`src/rtl/skew_feeder.sv`:
```
// skew_feeder: re-times DIM-lane beats into a diagonal skew (lane k delayed k advances) for systolic FIFOs.
// Optional: define SKEW_FEEDER_SQUARE_CHECK_EN to add a beat counter and a sticky non-square `err` output.
module skew_feeder #(
    parameter int DIM  = 8,
    parameter int BITS = 8
) (
    input  logic                clk,
    input  logic                rst_n,
    input  logic                in_valid,
    output logic                in_ready,
    input  logic [DIM*BITS-1:0] in_data,
    input  logic                in_last,
    input  logic                out_stall,
    output logic                out_en,
    output logic [DIM*BITS-1:0] out_data,
    output logic                busy,
    output logic                done
`ifdef SKEW_FEEDER_SQUARE_CHECK_EN
    ,
    output logic                err
`endif
);
    localparam int CW = (DIM > 1) ? $clog2(DIM) : 1;

    typedef enum logic [1:0] {IDLE, STREAM, FLUSH, DONE} state_t;

    state_t              state_q, state_d;
    logic [CW-1:0]       cnt_q, cnt_d;
    logic                accept, adv;
    logic [DIM*BITS-1:0] lane_in, tap, out_data_q, out_data_d;
    logic                out_en_q, out_en_d;

    // state register and flush counter
    always_ff @(posedge clk or negedge rst_n) begin
        if (!rst_n) begin
            state_q <= IDLE;
            cnt_q   <= '0;
        end else begin
            state_q <= state_d;
            cnt_q   <= cnt_d;
        end
    end

    // next state: last beat starts the zero flush, the flush advance from 1 to 0 ends the matrix
    always_comb begin
        state_d = state_q;
        cnt_d   = cnt_q;
        case (state_q)
            IDLE, STREAM: begin
                if (accept) begin
                    state_d = in_last ? ((DIM == 1) ? DONE : FLUSH) : STREAM;
                    cnt_d   = in_last ? CW'(DIM - 1) : cnt_q;
                end
            end
            FLUSH: begin
                if (!out_stall) begin
                    cnt_d   = cnt_q - CW'(1);
                    state_d = (cnt_q == CW'(1)) ? DONE : FLUSH;
                end
            end
            default: state_d = IDLE;
        endcase
    end

    // outputs decoded from the state
    always_comb begin
        in_ready = (state_q == IDLE || state_q == STREAM) && !out_stall;
        busy     = (state_q == STREAM) || (state_q == FLUSH);
        done     = (state_q == DONE);
    end

    assign accept  = in_valid & in_ready;
    assign adv     = accept | ((state_q == FLUSH) & !out_stall);
    assign lane_in = accept ? in_data : '0;

    for (genvar k = 0; k < DIM; k++) begin : g_lane
        if (k == 0) begin : g_head
            assign tap[BITS-1:0] = lane_in[BITS-1:0];
        end else begin : g_chain
            logic [k*BITS-1:0] sh_q, sh_d;
            // k-deep chain: newest element enters at the bottom, oldest leaves from the top
            always_comb begin
                sh_d = adv ? ((sh_q << BITS) | (k*BITS)'(lane_in[k*BITS +: BITS])) : sh_q;
            end
            // chain storage
            always_ff @(posedge clk or negedge rst_n) begin
                if (!rst_n) sh_q <= '0;
                else        sh_q <= sh_d;
            end
            assign tap[k*BITS +: BITS] = sh_q[k*BITS-1 -: BITS];
        end
    end

    // output register loads the chain taps on every advance; out_en marks fresh data
    always_comb begin
        out_data_d = adv ? tap : out_data_q;
        out_en_d   = adv;
    end

    // output registers
    always_ff @(posedge clk or negedge rst_n) begin
        if (!rst_n) begin
            out_data_q <= '0;
            out_en_q   <= 1'b0;
        end else begin
            out_data_q <= out_data_d;
            out_en_q   <= out_en_d;
        end
    end

    assign out_data = out_data_q;
    assign out_en   = out_en_q;

`ifdef SKEW_FEEDER_SQUARE_CHECK_EN
    localparam int BW = $clog2(DIM + 1);

    logic [BW-1:0] beats_q, beats_d, beats_inc;
    logic          err_q, err_d;

    // count beats of the current matrix; flag a last beat that does not make it square
    always_comb begin
        beats_inc = (state_q == IDLE) ? BW'(1) : ((&beats_q) ? beats_q : beats_q + BW'(1));
        beats_d   = accept ? beats_inc : beats_q;
        err_d     = !accept ? err_q
                  : in_last ? (beats_inc != BW'(DIM))
                  : (state_q == IDLE) ? 1'b0 : err_q;
    end

    // beat counter and sticky error
    always_ff @(posedge clk or negedge rst_n) begin
        if (!rst_n) begin
            beats_q <= '0;
            err_q   <= 1'b0;
        end else begin
            beats_q <= beats_d;
            err_q   <= err_d;
        end
    end

    assign err = err_q;
`endif
endmodule
```
`config.mk`:
```
export PLATFORM = sky130hd
export DESIGN_NAME = skew_feeder
export DESIGN_NICKNAME = d
export VERILOG_FILES = /design/src/rtl/skew_feeder.sv
export SDC_FILE = /design/constraint.sdc
export NUM_CORES = 1
export LEC_CHECK = 0
export CORE_UTILIZATION = 60
export DETAILED_ROUTE_END_ITERATION = 8
export PLACE_DENSITY = 0.85
export SETUP_SLACK_MARGIN = 0.2
export SLEW_MARGIN = 15
export SYNTH_ARGS = -nofsm -noshare
export SYNTH_HDL_FRONTEND = slang
export SYNTH_SLANG_ARGS = --single-unit
```
`constraint.sdc`:
```
create_clock -name clk -period 3 [get_ports clk]
set_input_delay 0.6 -clock clk [delete_from_list [all_inputs] [get_ports clk]]
set_output_delay 0.6 -clock clk [all_outputs]
set_load 0.05 [all_outputs]
```
After elaboration in Yosys (flattened, before gate mapping)
Cells that the tools add are included.
- $add $sub $neg: 1
- equality and inequality tests: 7
- muxes and demuxes: 10
- bitwise logic cells: 9
- reductions and logical operators: 9
- operators with widths (operator ; count):
    $mux W64 ; 1
    $or A56 B8 Y56 ; 1
    $or A48 B8 Y48 ; 1
    $or A40 B8 Y40 ; 1
    $or A32 B8 Y32 ; 1
    $or A24 B8 Y24 ; 1
    $or A16 B8 Y16 ; 1
    $mux W3 ; 3
    $mux W2 ; 3
    $ne A2 B2 Y1 const B ; 3
    $pmux W3 S2 ; 1
    $eq A2 B2 Y1 const B ; 2
    $pmux W2 S2 ; 1
    $reduce_and A4 Y1 ; 1
    $eq A3 B1 Y1 const B ; 1
    $sub A3 B1 Y3 const B ; 1
    $and A1 B1 Y1 ; 2
    $eq A2 B1 Y1 const B ; 1
    $logic_not A2 Y1 ; 1
    $logic_or A1 B1 Y1 ; 2
    $reduce_and A2 Y1 ; 1
    $reduce_bool A2 Y1 ; 1
    $reduce_or A2 Y1 ; 1
    $logic_and A1 B1 Y1 ; 1
    3 further kinds ; 3
- register bits: 294
- input bits: 69
- output and inout bits: 68

Depth between registers and ports, before layout
- depth after elaboration: 6
- gate-level depth with buffers: 10

Least setup slack after synthesis
Ideal clock, no wire load.
- kind: register to register
- start point: register state_q[1]
- end point: register out_data_q[0] (netlist: out_data[0])
- setup time: 0.067 ns
- arrival time: 2.372 ns
- path slack: 0.561 ns
- cell stages (with the launch flop): 9
- period minus slack after synthesis: 2.439 ns
- path through: dfrtp_1 inv_1 ha_1 or2_1 nor2b_1 and2_1 buf_2 clkbuf_1 a22o_1
- longest elaborated chain between the ends: 5
- elaborated cells between the ends (all ways): 9
- those cells by class: eq/ne (2); mux (1); bitwise (3); reduce/logical (3)
- RTL lines (element ; line ; RTL):
    start: declaration ; 27 ; state_t state_q, state_d;
    start signal: assignment ; 39 ; state_q <= state_d;
    $eq A2 B1 Y1 or $logic_not A2 Y1 (tied branches) ; 67 ; in_ready = (state_q == IDLE || state_q == STREAM) && !out_stall;
    $logic_or A1 B1 Y1 (*) ; 67 ;
    $logic_and A1 B1 Y1 (*) ; 67 ;
    net in_ready ; 10 ; output logic in_ready,
    $and A1 B1 Y1 (*) ; 72 ; assign accept = in_valid & in_ready;
    $mux W64 or $or A1 B1 Y1 (tied branches) ; 74, 73 ;
    end signal: assignment ; 106 ; out_data_q <= out_data_d;
    end: declaration ; 30 ; logic [DIM*BITS-1:0] lane_in, tap, out_data_q, out_data_d;
Mark *: on every way through the listed nets, which the timed path passes. The rest lies on a longest branch.
A chain may end at the register's enable or synchronous reset.

Worst setup path after layout
- start point: register state_q[1]
- end point: output port done
- longest elaborated chain between the ends: 1
- RTL lines (element ; line ; RTL):
    $eq A2 B2 Y1 ; 69 ; done = (state_q == DONE);
    end: declaration ; 17 ; output logic done
No other way between the ends.

==> metrics.yaml <==
rsz0062_at_grt: "false"
synth.area.top_cells: "dfrtp_1 64%, mux2_4 19%, mux2_2 7.3%"
post-route-util: 0.7524
grt_usage: 0.2183
antenna_found_initial: 1
outcome: "finished clean"
ys_seq_elements: 294
timing.rr.start: "state_q[1]"
r2r-end: "out_data[42]"
cpMaxStageDelayCell: "clkdlybuf4s50_1"
die_area_um2: 19860
ant_nets: 0
die_w_um: 140.9
wl_per_cell_um: 18.87
synth_top_cell_area_share: 0.6353
syn_area_um2: 11580
post-place-ws_ps: 462.5
syn-instance-count: 664
slew_violations: 0
start_util: 0.6150
grt_pass1_wl_mm: 34.67
root_buffer: "clkbuf_16"
fin_worst_skew_ps: 11.67
hold_class: "input pin to asynchronous set/reset pin"
arrival_ps: 2000
reg2regPathDepth: 7
worst_pin_slew_ps: 617.4
place_congestion: 0.7781
fmax_mhz: 384.7
cts_max_level: 1
ys_warn_count: 0
numPortBuffers: 136
final_nets: 882
setup_viol: 0
final.min_clock_period_ps: 2599
fin_setup_tns_ps: 0
synth_nets: 740
crit_fanout: 8
maxCapViolCount: 0
post_cts_resized: 1
synthDistinctLibCells: 29
synth_commonest_cells: "294 x dfrtp_1, 149 x mux2_4, 75 x mux2_2"
grt_start_max_net_pins: 112
dp_hpwl_mm: 12.82
post_cts_buffers: 0
cp-startpoint: "state_q[1]"
powerDensity_nw_per_um2: 1050
p_leak_nw: 7.037
cp-endpoint: "done"
vdd_drop_max_mv: 0.7503
routed_wl_mm: 20.53
via_count: 5946
worstSetupEndpointType: "output port"
cts_buffers: 29
syn_avg_cell_area_um2: 17.44
worst_slack_ps: 400.6
postCtsHoldBufs: 0
drc: 0
yosysMostFrequentCell: "dfrtp_1"
path_clk_slew_ps: 60
fp.coreArea_um2: 18830
path_class: "flip-flop to output port"
cp-start-kind: "flip-flop"
async_flop_share: 1.000
die_h_um: 140.9
area_growth_pct: 22.34
synth_ff_type: "dfrtp_1"
clk_latency_ps: 520
clockBufferDepth: 3
synth_area_leader_cell: "dfrtp_1"
synth_edf_count: 0
crit_required_ps: 2400
fin_crit_sh: 0.8665
grt_overflow: 0
io_pins: 137
crit_chain: "ha_1 -> clkdlybuf4s50_1"
slowest_delay_ps: 800
firstDrtPassIters: 6
seq_area_frac_synth: 0.6353
cts.sinks: 294
hold_violations: 0
drive_above_1_share: 0.3531
slew_headroom: 0.5871
grt_pass1_vias: 6624
fp-row-count: 50
tritoncts: "built"
r2r_slack_ps: 540
viasPerCell: 5.465
drt_iter0_markers: 187
registers in the layout, summed over array words and instances (netlist names):
signal,count
out_data,64
cnt_q,3
g_lane.g_chain.sh_q,224
state_q,2
out_en,1
layer usage:
layer  vias up  track usage  share of wire
met1      3128       0.3085           0.46
met4         0      0.05892          0.015
met3        26      0.03838          0.039
met5         -            0              0
met2       132       0.3538           0.49
li1       2660            -              -
cell type report:
type,count,area (um2)
diodes,1,2.502
flip-flops and latches,294,7357
clock inverters,15,188.9
inverters,6,30.03
fillers,1059,4662
well taps,260,325.3
repair buffers,151,1575
clock buffers,37,785.8
multi-input cells,324,3904
through the flow:
stage	instance area (um2)	instances	hold WS [ps]	total power (W)
finish	14170	1088	21.15	0.01488
detailed placement	13190	1035	489.5	0.01129
CTS	14170	1087	21.56	0.01502
global placement	13190	1035	483.6	0.01101
floorplan	11580	664	304.4	0.009813
global route	14170	1088	44.72	0.01556
cell usage in the layout, fill, tap and decap left out, drive strengths merged, types with 2 or more instances in the layout:
master / count
clkdlybuf4s50: 133
mux2: 224
nor2: 2
inv: 6
clkbuf: 37
clkinv: 10
a31oi: 3
ha: 7
or2: 2
a22o: 64
bufinv: 4
a21oi: 4
dfrtp: 294
buf: 17
o22ai: 3
nand2: 4
worst max-delay path: cells and delay by family, from the launching register on:
kind / cells / cell delay (ps)
adder cells (fa/ha/maj): 1 / 200
buffers and inverters: 1 / 800
flip-flops: 1 / 470
report_power, final:
group	switching (W)	total, W	leakage [nW]	internal (W)
logic	0.00262	0.00514	2.51	0.00252
registers	0.000813	0.00610	4.04	0.00529
clock network	0.00145	0.00365	0.484	0.00219
how the worst min path moves through the flow:
stage	startpoint	endpoint	slack (ps)	cells past startpoint
after floorplan	rst_n	cnt_q[0]	300	0
after global placement	g_lane[4].g_chain.sh_q[9]	g_lane[4].g_chain.sh_q[9]	480	1
after detailed placement	g_lane[3].g_chain.sh_q[6]	g_lane[3].g_chain.sh_q[6]	490	1
after CTS	rst_n	g_lane[7].g_chain.sh_q[52]	20	1
after global routing	rst_n	g_lane[7].g_chain.sh_q[43]	40	1
final	rst_n	g_lane[7].g_chain.sh_q[2]	20	1
cell families (layout without fill, tap and decap cells):
| kind of cell | count (synthesis) | after routing | share of synthesized area |
|---|---|---|---|
| compound gates | 78 | 78 | 0.05607 |
| simple gates | 15 | 15 | 0.007024 |
| mux | 224 | 224 | 0.2661 |
| buf+inv | 46 | 209 | 0.02798 |
| flops | 294 | 294 | 0.6353 |
| other cells | 0 | 1 | 0 |
| fa+ha+maj | 7 | 7 | 0.007562 |
Power figures use the tool's default switching activity.
